### src/rtl/mem_bus_arbiter.sv
`default_nettype none
// +----------------------------------------------------------------------------+
// | Module      : mem_bus_arbiter                                              |
// | Description : Round-robin arbiter that shares one single-beat downstream   |
// |               memory port between instruction fetch (port 0) and data      |
// |               (port 1). One outstanding transaction at a time.             |
// |               Optional per-port performance counters: ARB_PERF_CNT_EN.     |
// | Revision    : 1.0 - initial release                                        |
// +----------------------------------------------------------------------------+
module mem_bus_arbiter #(
  parameter int NUM_REQ = 2,
  parameter int ADDR_W  = 64,
  parameter int DATA_W  = 64,
  parameter int CNT_W   = 32
) (
  input  logic                        clk,
  input  logic                        reset,
  input  logic [NUM_REQ-1:0]          req_valid,
  input  logic [NUM_REQ*ADDR_W-1:0]   req_addr,
  input  logic [NUM_REQ-1:0]          req_write,
  input  logic [NUM_REQ*DATA_W-1:0]   req_wdata,
  input  logic [NUM_REQ*DATA_W/8-1:0] req_strobe,
  output logic [NUM_REQ-1:0]          resp_data_ok,
  output logic [DATA_W-1:0]           resp_data,
  output logic                        mem_valid,
  output logic [ADDR_W-1:0]           mem_addr,
  output logic                        mem_write,
  output logic [DATA_W-1:0]           mem_wdata,
  output logic [DATA_W/8-1:0]         mem_strobe,
  input  logic                        mem_data_ok,
  input  logic [DATA_W-1:0]           mem_rdata,
  output logic [NUM_REQ*CNT_W-1:0]    grant_cnt,
  output logic [NUM_REQ*CNT_W-1:0]    wait_cnt
);

  localparam int STRB_W = DATA_W / 8;
  localparam int IDX_W  = (NUM_REQ > 1) ? $clog2(NUM_REQ) : 1;
  // Pointer starts at the last port so port 0 wins the first tie.
  localparam logic [IDX_W-1:0] LAST_RST = IDX_W'(NUM_REQ - 1);

  typedef enum logic [1:0] {
    ST_IDLE = 2'd0,
    ST_BUSY = 2'd1,
    ST_RESP = 2'd2
  } state_t;

  state_t             state;
  logic [IDX_W-1:0]   last_grant;
  logic [IDX_W-1:0]   grant;
  logic               aborted;

  logic               win_found;
  logic [IDX_W-1:0]   win_idx;
  logic [IDX_W:0]     rr_sum;

  logic [ADDR_W-1:0]  addr_arr   [NUM_REQ];
  logic [DATA_W-1:0]  wdata_arr  [NUM_REQ];
  logic [STRB_W-1:0]  strobe_arr [NUM_REQ];

  // Split the flat request buses into per-port fields.
  for (genvar i = 0; i < NUM_REQ; i++) begin : g_unpack
    assign addr_arr[i]   = req_addr[i*ADDR_W +: ADDR_W];
    assign wdata_arr[i]  = req_wdata[i*DATA_W +: DATA_W];
    assign strobe_arr[i] = req_strobe[i*STRB_W +: STRB_W];
  end

  // Round-robin search starting at the port after the last grant.
  always_comb begin
    win_found = 1'b0;
    win_idx   = '0;
    rr_sum    = '0;
    for (int i = 0; i < NUM_REQ; i++) begin
      rr_sum = {1'b0, last_grant} + (IDX_W+1)'(i + 1);
      if (rr_sum >= (IDX_W+1)'(NUM_REQ)) begin
        rr_sum = rr_sum - (IDX_W+1)'(NUM_REQ);
      end
      if (!win_found && req_valid[rr_sum[IDX_W-1:0]]) begin
        win_found = 1'b1;
        win_idx   = rr_sum[IDX_W-1:0];
      end
    end
  end

  // Transaction FSM; every downstream and response output is registered.
  always_ff @(posedge clk or posedge reset) begin
    if (reset) begin
      state        <= ST_IDLE;
      last_grant   <= LAST_RST;
      grant        <= '0;
      aborted      <= 1'b0;
      mem_valid    <= 1'b0;
      mem_addr     <= '0;
      mem_write    <= 1'b0;
      mem_wdata    <= '0;
      mem_strobe   <= '0;
      resp_data_ok <= '0;
      resp_data    <= '0;
    end else begin
      case (state)
        ST_IDLE: begin
          resp_data_ok <= '0;
          if (win_found) begin
            grant      <= win_idx;
            mem_addr   <= addr_arr[win_idx];
            mem_write  <= req_write[win_idx];
            mem_wdata  <= wdata_arr[win_idx];
            mem_strobe <= strobe_arr[win_idx];
            mem_valid  <= 1'b1;
            aborted    <= 1'b0;
            state      <= ST_BUSY;
          end
        end
        ST_BUSY: begin
          // A requester that lets go of valid mid-transaction is not answered.
          if (!req_valid[grant]) begin
            aborted <= 1'b1;
          end
          if (mem_data_ok) begin
            mem_valid <= 1'b0;
            state     <= ST_RESP;
            if (req_valid[grant] && !aborted) begin
              resp_data_ok <= NUM_REQ'(1) << grant;
              resp_data    <= mem_rdata;
            end
          end
        end
        ST_RESP: begin
          resp_data_ok <= '0;
          last_grant   <= grant;
          state        <= ST_IDLE;
        end
        default: begin
          state <= ST_IDLE;
        end
      endcase
    end
  end

`ifdef ARB_PERF_CNT_EN
  logic             holder_valid;
  logic [IDX_W-1:0] holder_idx;

  // Grant holder: the arbitration winner while idle, the latched grant otherwise.
  always_comb begin
    holder_valid = 1'b1;
    holder_idx   = grant;
    if (state == ST_IDLE) begin
      holder_valid = win_found;
      holder_idx   = win_idx;
    end
  end

  for (genvar i = 0; i < NUM_REQ; i++) begin : g_perf
    logic [CNT_W-1:0] grant_q;
    logic [CNT_W-1:0] wait_q;

    // Free-running wrapping counters of completions and stalled cycles.
    always_ff @(posedge clk or posedge reset) begin
      if (reset) begin
        grant_q <= '0;
        wait_q  <= '0;
      end else begin
        if (resp_data_ok[i]) begin
          grant_q <= grant_q + 1'b1;
        end
        if (req_valid[i] && !(holder_valid && (holder_idx == IDX_W'(i)))) begin
          wait_q <= wait_q + 1'b1;
        end
      end
    end

    assign grant_cnt[i*CNT_W +: CNT_W] = grant_q;
    assign wait_cnt[i*CNT_W +: CNT_W]  = wait_q;
  end
`else
  assign grant_cnt = '0;
  assign wait_cnt  = '0;
`endif

endmodule
`default_nettype wire

### config.mk
export PLATFORM = sky130hd
export DESIGN_NAME = mem_bus_arbiter
export DESIGN_NICKNAME = d
export VERILOG_FILES = /design/src/rtl/mem_bus_arbiter.sv
export SDC_FILE = /design/constraint.sdc
export NUM_CORES = 1
export LEC_CHECK = 0
export ABC_CLOCK_PERIOD_IN_PS = 8800
export BUFFER_PORTS_ARGS = -buffer_cell sky130_fd_sc_hd__buf_4
export CORE_AREA = 2 2 260 262
export CTS_BUF_LIST = sky130_fd_sc_hd__clkbuf_16
export DETAILED_ROUTE_END_ITERATION = 16
export DIE_AREA = 0 0 262 264
export PLACE_DENSITY = 0.49
export SLEW_MARGIN = 20
export SYNTH_ARGS = -nofsm -noshare
export SYNTH_HDL_FRONTEND = slang
export SYNTH_SLANG_ARGS = --single-unit
### constraint.sdc
create_clock -name clk -period 8.8 [get_ports clk]
set_input_delay 0.44 -clock clk [delete_from_list [all_inputs] [get_ports clk]]
set_output_delay 0.44 -clock clk [all_outputs]
set_load 0.02 [all_outputs]
==> results.json, run 1 <==
{
  "fillCellCount": 7104,
  "fin_crit_ns": 3.217,
  "period_share": 0.3655,
  "yosysSeqAreaShare": 0.4896,
  "ys_types": 29,
  "drtIter0Drc": 207,
  "ys_seq_elements": 209,
  "start_kind": "flip-flop",
  "rows": 95,
  "firstDrtPassIters": 4,
  "path_class": "reg2reg",
  "via_per_inst": 3.432,
  "synthCells": 743,
  "cts_tree": "done",
  "multiInputGateArea_sq_um": 4696,
  "grt_max_degree": 141,
  "synth_area_per_cell_sq_um": 14.38,
  "syn_area_sq_um": 10680,
  "syn_to_final_growth_pct": 49.81,
  "synth.top_cells.by_area": "dfrtp_1 (49%), mux2_2 (29%), buf_4 (9.0%)",
  "dp_hpwl_um": 24120,
  "crit_required_ns": 9.23,
  "clock-sinks": 209,
  "rsz0062_at_grt": "no",
  "track_usage": 0.08755,
  "fin_skew_ns": 0.01322,
  "pin_count": 675,
  "cts-root-buf": "clkbuf_16",
  "drive_above_1_share": 0.7144,
  "hold_viol_final": 3,
  "cts_buffer_depth": 3,
  "r2r_slack_ns": 5.58,
  "preCtsSetupSlack_ns": 5.323,
  "drv_slew": 0,
  "synth_edf_count": 0,
  "tightest_slew_ns": 0.9983,
  "reg2reg_from": "last_grant$_DFFE_PP1N_",
  "worstPathCellList": "a21bo_4 -> buf_4 -> buf_4 -> mux2_2 -> mux2_2",
  "yosys_warnings": 0,
  "cp_max_fo": 68,
  "irDropWorstVdd_uv": 150.2,
  "slowest_delay_ns": 0.77,
  "timing.rr.end": "mem_addr[36]$_DFFE_PP0P_",
  "nNetsFinal": 1628,
  "worst_skew_pair.late_latency_ns": 0.55,
  "cts.hold.buffers_added": 0,
  "dp.cells": 2129,
  "numPortBuffers": 546,
  "die_y_um": 264,
  "min_path_type": "in2async",
  "path_delay_family": "buffers and inverters",
  "synth_top_area_share": 0.4872,
  "gp_congestion": 0.7299,
  "seqCellArea_sq_um": 5231,
  "p_leak_nw": 7.732,
  "vias": 7478,
  "hold_ws_ns": -0.01654,
  "post_cts_buffers": 0,
  "drt-total-wl_um": 32220,
  "setup_slack_ns": 5.583,
  "initial_core_util": 0.1605,
  "antenna_found_initial": 0,
  "wl_per_cell_um": 14.79,
  "numCtsBuffers": 27,
  "slew_headroom": 0.3345,
  "design_area_sq_um": 16010,
  "yosysMostFrequentCell": "mux2_2",
  "htreeDepth": 1,
  "reg2regPathDepth": 5,
  "tns_ns": 0,
  "end_kind": "flip-flop",
  "ys_async_sr_fraction": 1.000,
  "placed_area_sq_um": 15200,
  "dieArea_sq_um": 69170,
  "cp_slowest_cell": "buf_4",
  "crit_buf_inv": 2,
  "synth_common_cells": "mux2_2 (278), dfrtp_1 (208), buf_4 (128), mux2_4 (60), buf_2 (17)",
  "drv_cap": 0,
  "netlist.top_cell.by_area": "dfrtp_1",
  "grt_pass1_wl_um": 46910,
  "coreArea_sq_um": 66560,
  "fmax_ghz": 0.3109,
  "setup_viol": 0,
  "synthFlopType": "dfrtp_1",
  "die_x_um": 262,
  "stdcell_count": 2179,
  "grt-ovfl-total": 0,
  "clk_pin_slew_ns": 0.06,
  "ant_nets": 0,
  "cp.arrival_ns": 3.65,
  "power_density_nw_per_um2": 339.9,
  "antenna_cells": 0,
  "grt_pass1_vias": 8064,
  "ctsResizeCount": 0,
  "drc": 0,
  "status": "finished, violations left",
  "failed_checks": "negative hold slack"
}
[logic make-up after synthesis]
family / synth area share
AND/OR/NAND/NOR: 0.006325
flip-flops: 0.4896
multiplexers: 0.3792
other: 0.0003510
AO/OA/AOI/OAI: 0.007612
buffers and inverters: 0.1169
[how the worst max path moves through the flow]
| stage | start | endpoint | slack, ns | cells past startpoint |
|---|---|---|---|---|
| final | last_grant$_DFFE_PP1N_ | mem_addr[36]$_DFFE_PP0P_ | 5.58 | 5 |
| after global routing | last_grant$_DFFE_PP1N_ | mem_addr[47]$_DFFE_PP0P_ | 5.34 | 5 |
| after CTS | last_grant$_DFFE_PP1N_ | mem_addr[51]$_DFFE_PP0P_ | 5.43 | 5 |
| after detailed placement | req_valid[1] | mem_addr[51]$_DFFE_PP0P_ | 5.32 | 6 |
| after global placement | req_valid[1] | mem_addr[32]$_DFFE_PP0P_ | 5.43 | 6 |
| after floorplan | reset | aborted$_DFFE_PP0P_ | 2.65 | 1 |
[power by group]
part           total [W]  leakage, nW  internal [W]  switching, W
combinational    0.00268         4.84       0.00137       0.00131
clock            0.00101        0.429      0.000581      0.000430
sequential       0.00175         2.47       0.00146      0.000290
[routing by layer]
layer  GRT usage  vias up  routed length (um)
met5           0        -                   0
met4     0.02810        0                 812
met3     0.02792       46                3016
met2      0.1694      396               17530
met1     0.08668     3606               10860
li1            -     3430                   -
[registers in the layout, summed over array words and instances (netlist names)]
name,cells
mem_addr,64
mem_wdata,64
resp_data,64
mem_strobe,8
resp_data_ok,2
state,2
aborted,1
grant,1
last_grant,1
mem_valid,1
mem_write,1
[cell usage in the layout, fill, tap and decap left out, types with 2 or more instances in the layout]
cell type and count:
buf_4 551, mux2_2 278, dfrtp_1 208, conb_1 128
mux2_4 60, clkbuf_16 27, inv_1 11, clkinv_2 8
clkinv_1 6, nor2_1 2, mux2i_1 2, o21ai_0 2
nand2_1 2, a21o_1 2
[per-stage QoR]
stage          utilization  total power (W)
4_1_cts             0.2405         0.005562
6_report            0.2405         0.005441
5_1_grt             0.2405         0.005760
2_1_floorplan            -         0.003361
3_5_place_dp        0.2284         0.004493
3_3_place_gp        0.2284         0.004471
[layout make-up]
| cell class | instances | area share |
|---|---|---|
| timing repair buffer | 552 | 0.2597 |
| inverter | 5 | 0.001642 |
| multi-input combinational | 490 | 0.2934 |
| tap | 873 | 0.06825 |
| sequential | 209 | 0.3268 |
| clock buffer | 27 | 0.04221 |
| clock inverter | 23 | 0.007974 |
Power figures use the tool's default switching activity.
==> inputs of run 2 (changes only) <==
==> config.mk (replaced) <==
export PLATFORM = sky130hd
export DESIGN_NAME = mem_bus_arbiter
export DESIGN_NICKNAME = d
export VERILOG_FILES = /design/src/rtl/mem_bus_arbiter.sv
export SDC_FILE = /design/constraint.sdc
export NUM_CORES = 1
export LEC_CHECK = 0
export ABC_CLOCK_PERIOD_IN_PS = 2600
export BUFFER_PORTS_ARGS = -buffer_cell sky130_fd_sc_hd__buf_4
export CORE_AREA = 2 2 261 263
export CTS_BUF_LIST = sky130_fd_sc_hd__clkbuf_16
export DETAILED_ROUTE_END_ITERATION = 16
export DIE_AREA = 0 0 263 265
export PLACE_DENSITY = 0.5
export SLEW_MARGIN = 20
export SYNTH_ARGS = -nofsm -noshare
export SYNTH_HDL_FRONTEND = slang
export SYNTH_SLANG_ARGS = --single-unit
==> constraint.sdc (replaced) <==
create_clock -name clk -period 2.6 [get_ports clk]
set_input_delay 0.13 -clock clk [delete_from_list [all_inputs] [get_ports clk]]
set_output_delay 0.13 -clock clk [all_outputs]
set_load 0.02 [all_outputs]
==> run 2 against run 1 <==
Against the previous run: the flow now finishes without violations; clock power grew to 3.7 times the previous value; combinational power grew to 3.7 times the previous value; via count increased by 19%; critical path depth unchanged; final cell count rose by 17%; sequential power grew to 3.4 times the previous value; register-to-register slack got worse by 5.4 ns; largest power group unchanged.
==> results.json, run 2 (synthesis gave the netlist of run 1 again) <==
{
  "clk_pin_slew_ns": 0.06,
  "die_x_um": 263,
  "worst_skew_pair.late_latency_ns": 0.58,
  "firstDrtPassIters": 4,
  "drt-total-wl_um": 35700,
  "grt_pass1_wl_um": 54020,
  "fin_crit_ns": 2.410,
  "min_path_type": "in2async",
  "vias": 8900,
  "cts_tree": "done",
  "reg2regPathDepth": 5,
  "numCtsBuffers": 27,
  "crit_required_ns": 3.05,
  "hold_viol_final": 0,
  "htreeDepth": 1,
  "drv_slew": 0,
  "status": "finished, final reports clean",
  "placed_area_sq_um": 15460,
  "cp_max_fo": 49,
  "via_per_inst": 3.504,
  "numPortBuffers": 546,
  "final_cell_mix": "buf_4 (558), dlygate4sd3_1 (342), mux2_2 (278)",
  "power_w": 0.01957,
  "hold_ws_ns": 0.1865,
  "p_leak_nw": 9.313,
  "cts_buffer_depth": 3,
  "initial_core_util": 0.1599,
  "end_kind": "flip-flop",
  "dieArea_sq_um": 69700,
  "coreArea_sq_um": 66800,
  "power_density_nw_per_um2": 989.3,
  "reg_top3": "mem_addr x64, mem_wdata x64, resp_data x64",
  "grt_pass1_vias": 9913,
  "cts-root-buf": "clkbuf_16",
  "drive_above_1_share": 0.5714,
  "slew_headroom": 0.5947,
  "dp_hpwl_um": 25320,
  "gp_congestion": 0.7599,
  "path_class": "reg2reg",
  "start_kind": "flip-flop",
  "tightest_slew_ns": 0.6067,
  "fmax_ghz": 0.4149,
  "die_y_um": 265,
  "syn_to_final_growth_pct": 85.15,
  "drv_cap": 0,
  "period_share": 0.9271,
  "final_common_cell": "buf_4",
  "setup_viol": 0,
  "pin_count": 675,
  "grt-ovfl-total": 0,
  "drc": 0,
  "irDropWorstVdd_uv": 603.6,
  "design_area_sq_um": 19780,
  "nNetsFinal": 1988,
  "wl_per_cell_um": 14.06,
  "rsz0062_at_grt": "no",
  "drtIter0Drc": 161,
  "antenna_found_initial": 0,
  "grt_max_degree": 61,
  "clock-sinks": 209,
  "fin_skew_ns": 0.01362,
  "track_usage": 0.09694,
  "ant_nets": 0,
  "rows": 95,
  "cp.arrival_ns": 2.86
}
[run 2: worst max-delay path, cell delays in order, from the launching register on]
cell and delay, ns:
dfstp_2 0.53, a21bo_4 0.23, buf_16 0.25, mux2_2 0.37
dlygate4sd3_1 0.57, mux2_2 0.26
[run 2: routing by layer]
metal	vias to the layer above	wire, um	track usage
met5	-	0	0
met4	0	1201	0.03459
met3	50	2485	0.02740
met2	394	19660	0.1893
met1	4309	12350	0.09693
li1	4147	-	-
[run 2: report_power, final]
| group | internal [W] | switching, W | leakage (nW) |
|---|---|---|---|
| combinational | 0.00530 | 0.00460 | 6.40 |
| sequential | 0.00493 | 0.00101 | 2.47 |
| clock | 0.00219 | 0.00154 | 0.446 |
| total | 0.0124 | 0.00715 | 9.31 |
[run 2: cell type report]
cell class | instances | area (sq um)
Sequential cell | 209 | 5231
Antenna cell | 1 | 2.502
Clock buffer | 27 | 675.6
Clock inverter | 23 | 201.4
Inverter | 5 | 22.52
Tap cell | 873 | 1092
Timing Repair Buffer | 912 | 7860
Fill cell | 6792 | 47020
Multi-Input combinational cell | 490 | 4696
[run 2: through the flow]
stage / setup slack [ns] / setup TNS [ns] / utilization / std cells
2_1_floorplan: -0.2434 / -50.63 / - / 870
3_3_place_gp: 0.5636 / 0 / 0.2315 / 2146
3_5_place_dp: 0.5133 / 0 / 0.2315 / 2146
4_1_cts: 0.05706 / 0 / 0.2959 / 2538
5_1_grt: 0.1190 / 0 / 0.2961 / 2539
6_report: 0.1896 / 0 / 0.2961 / 2540
[run 2: worst paths after layout]
path                                   startpoint                          end  slack [ns]
max                        last_grant$_DFFE_PP1N_        mem_write$_DFFE_PP0P_        0.19
min                                         reset    resp_data[32]$_DFFE_PP0P_        0.19
max reg2reg                last_grant$_DFFE_PP1N_        mem_write$_DFFE_PP0P_        0.19
min reg2reg                 mem_valid$_DFFE_PP0P_        mem_valid$_DFFE_PP0P_        0.48
max in group asynchronous                   reset     mem_addr[25]$_DFFE_PP0P_        1.62
min in group clk                     req_valid[0]  resp_data_ok[0]$_DFFE_PP0P_        0.20
[run 2: timing repair]
item,in CTS,in global routing
gates resized for setup,0,1
endpoints found under the setup margin,0,8
buffers inserted,0,1
endpoints found under the hold margin,223,0
hold buffers,342,0
==> inputs of run 3 (changes only) <==
--- a/config.mk
+++ b/config.mk
@@ -7,11 +7,13 @@
 export LEC_CHECK = 0
 export ABC_CLOCK_PERIOD_IN_PS = 2600
 export BUFFER_PORTS_ARGS = -buffer_cell sky130_fd_sc_hd__buf_4
+export CELL_PAD_IN_SITES_DETAIL_PLACEMENT = 1
+export CELL_PAD_IN_SITES_GLOBAL_PLACEMENT = 1
 export CORE_AREA = 2 2 261 263
 export CTS_BUF_LIST = sky130_fd_sc_hd__clkbuf_16
 export DETAILED_ROUTE_END_ITERATION = 16
 export DIE_AREA = 0 0 263 265
-export PLACE_DENSITY = 0.5
+export PLACE_DENSITY = 0.59
 export SLEW_MARGIN = 20
 export SYNTH_ARGS = -nofsm -noshare
 export SYNTH_HDL_FRONTEND = slang
==> run 3 against run 2 <==
Against the previous run: sequential power is 0.7% higher; cell area is 0.55% lower; hold slack worse by 0.021 ns; first-iteration DRC count is 18% lower; utilization is 0.16 points lower; critical path type unchanged; sequential share of layout area is 0.15 points higher; fmax is 3.6% lower; routed wire length is 15% higher; flip-flop and latch count stayed put.
==> results.json, run 3 (synthesis gave the netlist of run 1 again) <==
{
  "vias": 9048,
  "p_leak_nw": 9.270,
  "clock-sinks": 209,
  "worstPathCellList": "a21bo_4 -> buf_12 -> mux2_2 -> dlygate4sd3_1 -> mux2_2",
  "grt_pass1_vias": 10580,
  "placed_area_sq_um": 15350,
  "pin_count": 675,
  "crit_buf_inv": 2,
  "grt_pass1_wl_um": 62220,
  "p_sw_w": 0.007357,
  "antenna_cells": 0,
  "drt-total-wl_um": 41120,
  "clk_pin_slew_ns": 0.06,
  "rows": 95,
  "start_kind": "flip-flop",
  "power_density_nw_per_um2": 1008,
  "drc": 0,
  "min_path_type": "in2reg",
  "preCtsSetupSlack_ns": 0.4732,
  "cts_tree": "done",
  "nNetsFinal": 1980,
  "intPower_w": 0.01247,
  "cp_max_fo": 80,
  "gp_congestion": 0.7742,
  "drtIter0Drc": 132,
  "reg2regPathDepth": 5,
  "critical_path_cell_count": 5,
  "tns_ns": 0,
  "irDropWorstVdd_uv": 478.9,
  "fmax_ghz": 0.3999,
  "grt_max_degree": 81,
  "track_usage": 0.1135,
  "setup_viol": 0,
  "coreArea_sq_um": 66800,
  "dp_hpwl_um": 27950,
  "die_y_um": 265,
  "end_kind": "flip-flop",
  "status": "finished, final reports clean",
  "power.share.switching": 0.3711,
  "crit_top_cell": "mux2_2",
  "hold_viol_final": 0,
  "drive_above_1_share": 0.5691,
  "grt-ovfl-total": 0,
  "initial_core_util": 0.1599,
  "slowest_delay_ns": 0.57,
  "seqCellArea_sq_um": 5231,
  "design_area_sq_um": 19670,
  "numPortBuffers": 546,
  "rsz0062_at_grt": "no",
  "cp.arrival_ns": 2.95,
  "die_x_um": 263,
  "tightest_slew_ns": 0.7737,
  "cts-root-buf": "clkbuf_16",
  "cp_slowest_cell": "dlygate4sd3_1",
  "fin_crit_ns": 2.501,
  "cts_buffer_depth": 3,
  "fin_skew_ns": 0.008632,
  "power_frac_comb": 0.504,
  "dieArea_sq_um": 69700,
  "htreeDepth": 1,
  "fillCellCount": 7417,
  "drv_slew": 0,
  "syn_to_final_growth_pct": 84.13,
  "path_class": "reg2reg",
  "multiInputGateArea_sq_um": 4696,
  "drv_cap": 0,
  "hold_depth": 4,
  "ant_nets": 0,
  "crit_required_ns": 3.05,
  "wl_per_cell_um": 16.25,
  "final_common_cell": "buf_4",
  "reg_top3": "mem_addr x64, mem_wdata x64, resp_data x64",
  "period_share": 0.9617,
  "pwr-share-seq": 0.302,
  "clockPowerShare": 0.194,
  "path_delay_family": "buffers and inverters",
  "firstDrtPassIters": 4,
  "final_cell_mix": "buf_4 (554), dlygate4sd3_1 (342), mux2_2 (278)",
  "worst_skew_pair.late_latency_ns": 0.57,
  "numCtsBuffers": 27,
  "setup_slack_ns": 0.09945,
  "antenna_found_initial": 1,
  "slew_headroom": 0.4831,
  "via_per_inst": 3.576
}
==> run 3: cell type report <==
cell class / count / share of cell area
inverter: 5 / 0.001145
clock inverter: 22 / 0.01126
sequential: 209 / 0.2659
tap: 873 / 0.05552
timing repair buffer: 904 / 0.3931
clock buffer: 27 / 0.03434
multi-input combinational: 490 / 0.2387
==> run 3: stage by stage <==
stage	util	total power (W)	hold WS (ns)	instances
finish	0.2945	0.01982	0.1654	2530
global route	0.2945	0.02097	0.1808	2530
CTS	0.2944	0.02008	0.1087	2530
floorplan	-	0.01137	0.2479	870
global placement	0.2298	0.01521	0.3165	2139
detailed placement	0.2298	0.01539	0.3276	2139
==> run 3: routing by layer <==
layer,vias to the layer above,GRT usage,share of wire
met3,72,0.03530,0.078
met1,4453,0.1145,0.34
met2,387,0.2190,0.55
met4,0,0.03830,0.033
met5,-,0,0
li1,4136,-,-
==> run 3: what timing repair did <==
item                                   4_1_cts  5_1_grt
setup endpoints to repair                    0        8
endpoints found under the hold margin      223        0
setup buffers                                0        0
hold buffers                               342        0
resized for setup                            0        1
==> run 3: path summary, 6_finish.rpt <==
kind | slack [ns] | end | start
max reg2reg | 0.1 | mem_strobe[6]$_DFFE_PP0P_ | last_grant$_DFFE_PP1N_
min | 0.17 | resp_data_ok[1]$_DFFE_PP0P_ | req_valid[0]
max | 0.1 | mem_strobe[6]$_DFFE_PP0P_ | last_grant$_DFFE_PP1N_
min reg2reg | 0.49 | mem_valid$_DFFE_PP0P_ | mem_valid$_DFFE_PP0P_
min in group asynchronous | 0.26 | mem_valid$_DFFE_PP0P_ | reset
max in group asynchronous | 1.53 | resp_data[23]$_DFFE_PP0P_ | reset
==> run 3: power groups by stage <==
stage          clock network (W)  logic [W]  registers (W)
2_1_floorplan                  0    0.00359        0.00778
3_3_place_gp                   0    0.00929        0.00592
3_5_place_dp                   0    0.00942        0.00597
4_1_cts                  0.00405     0.0101        0.00597
5_1_grt                  0.00416     0.0106        0.00622
6_report                 0.00384     0.0100        0.00598
==> run 3: tightest hold or removal path, delay by kind of cell <==
kind | cells | cell delay, ns
AOI/OAI and AO/OA | 2 | 0.32
buffers and inverters | 1 | 0.12
muxes | 1 | 0.10
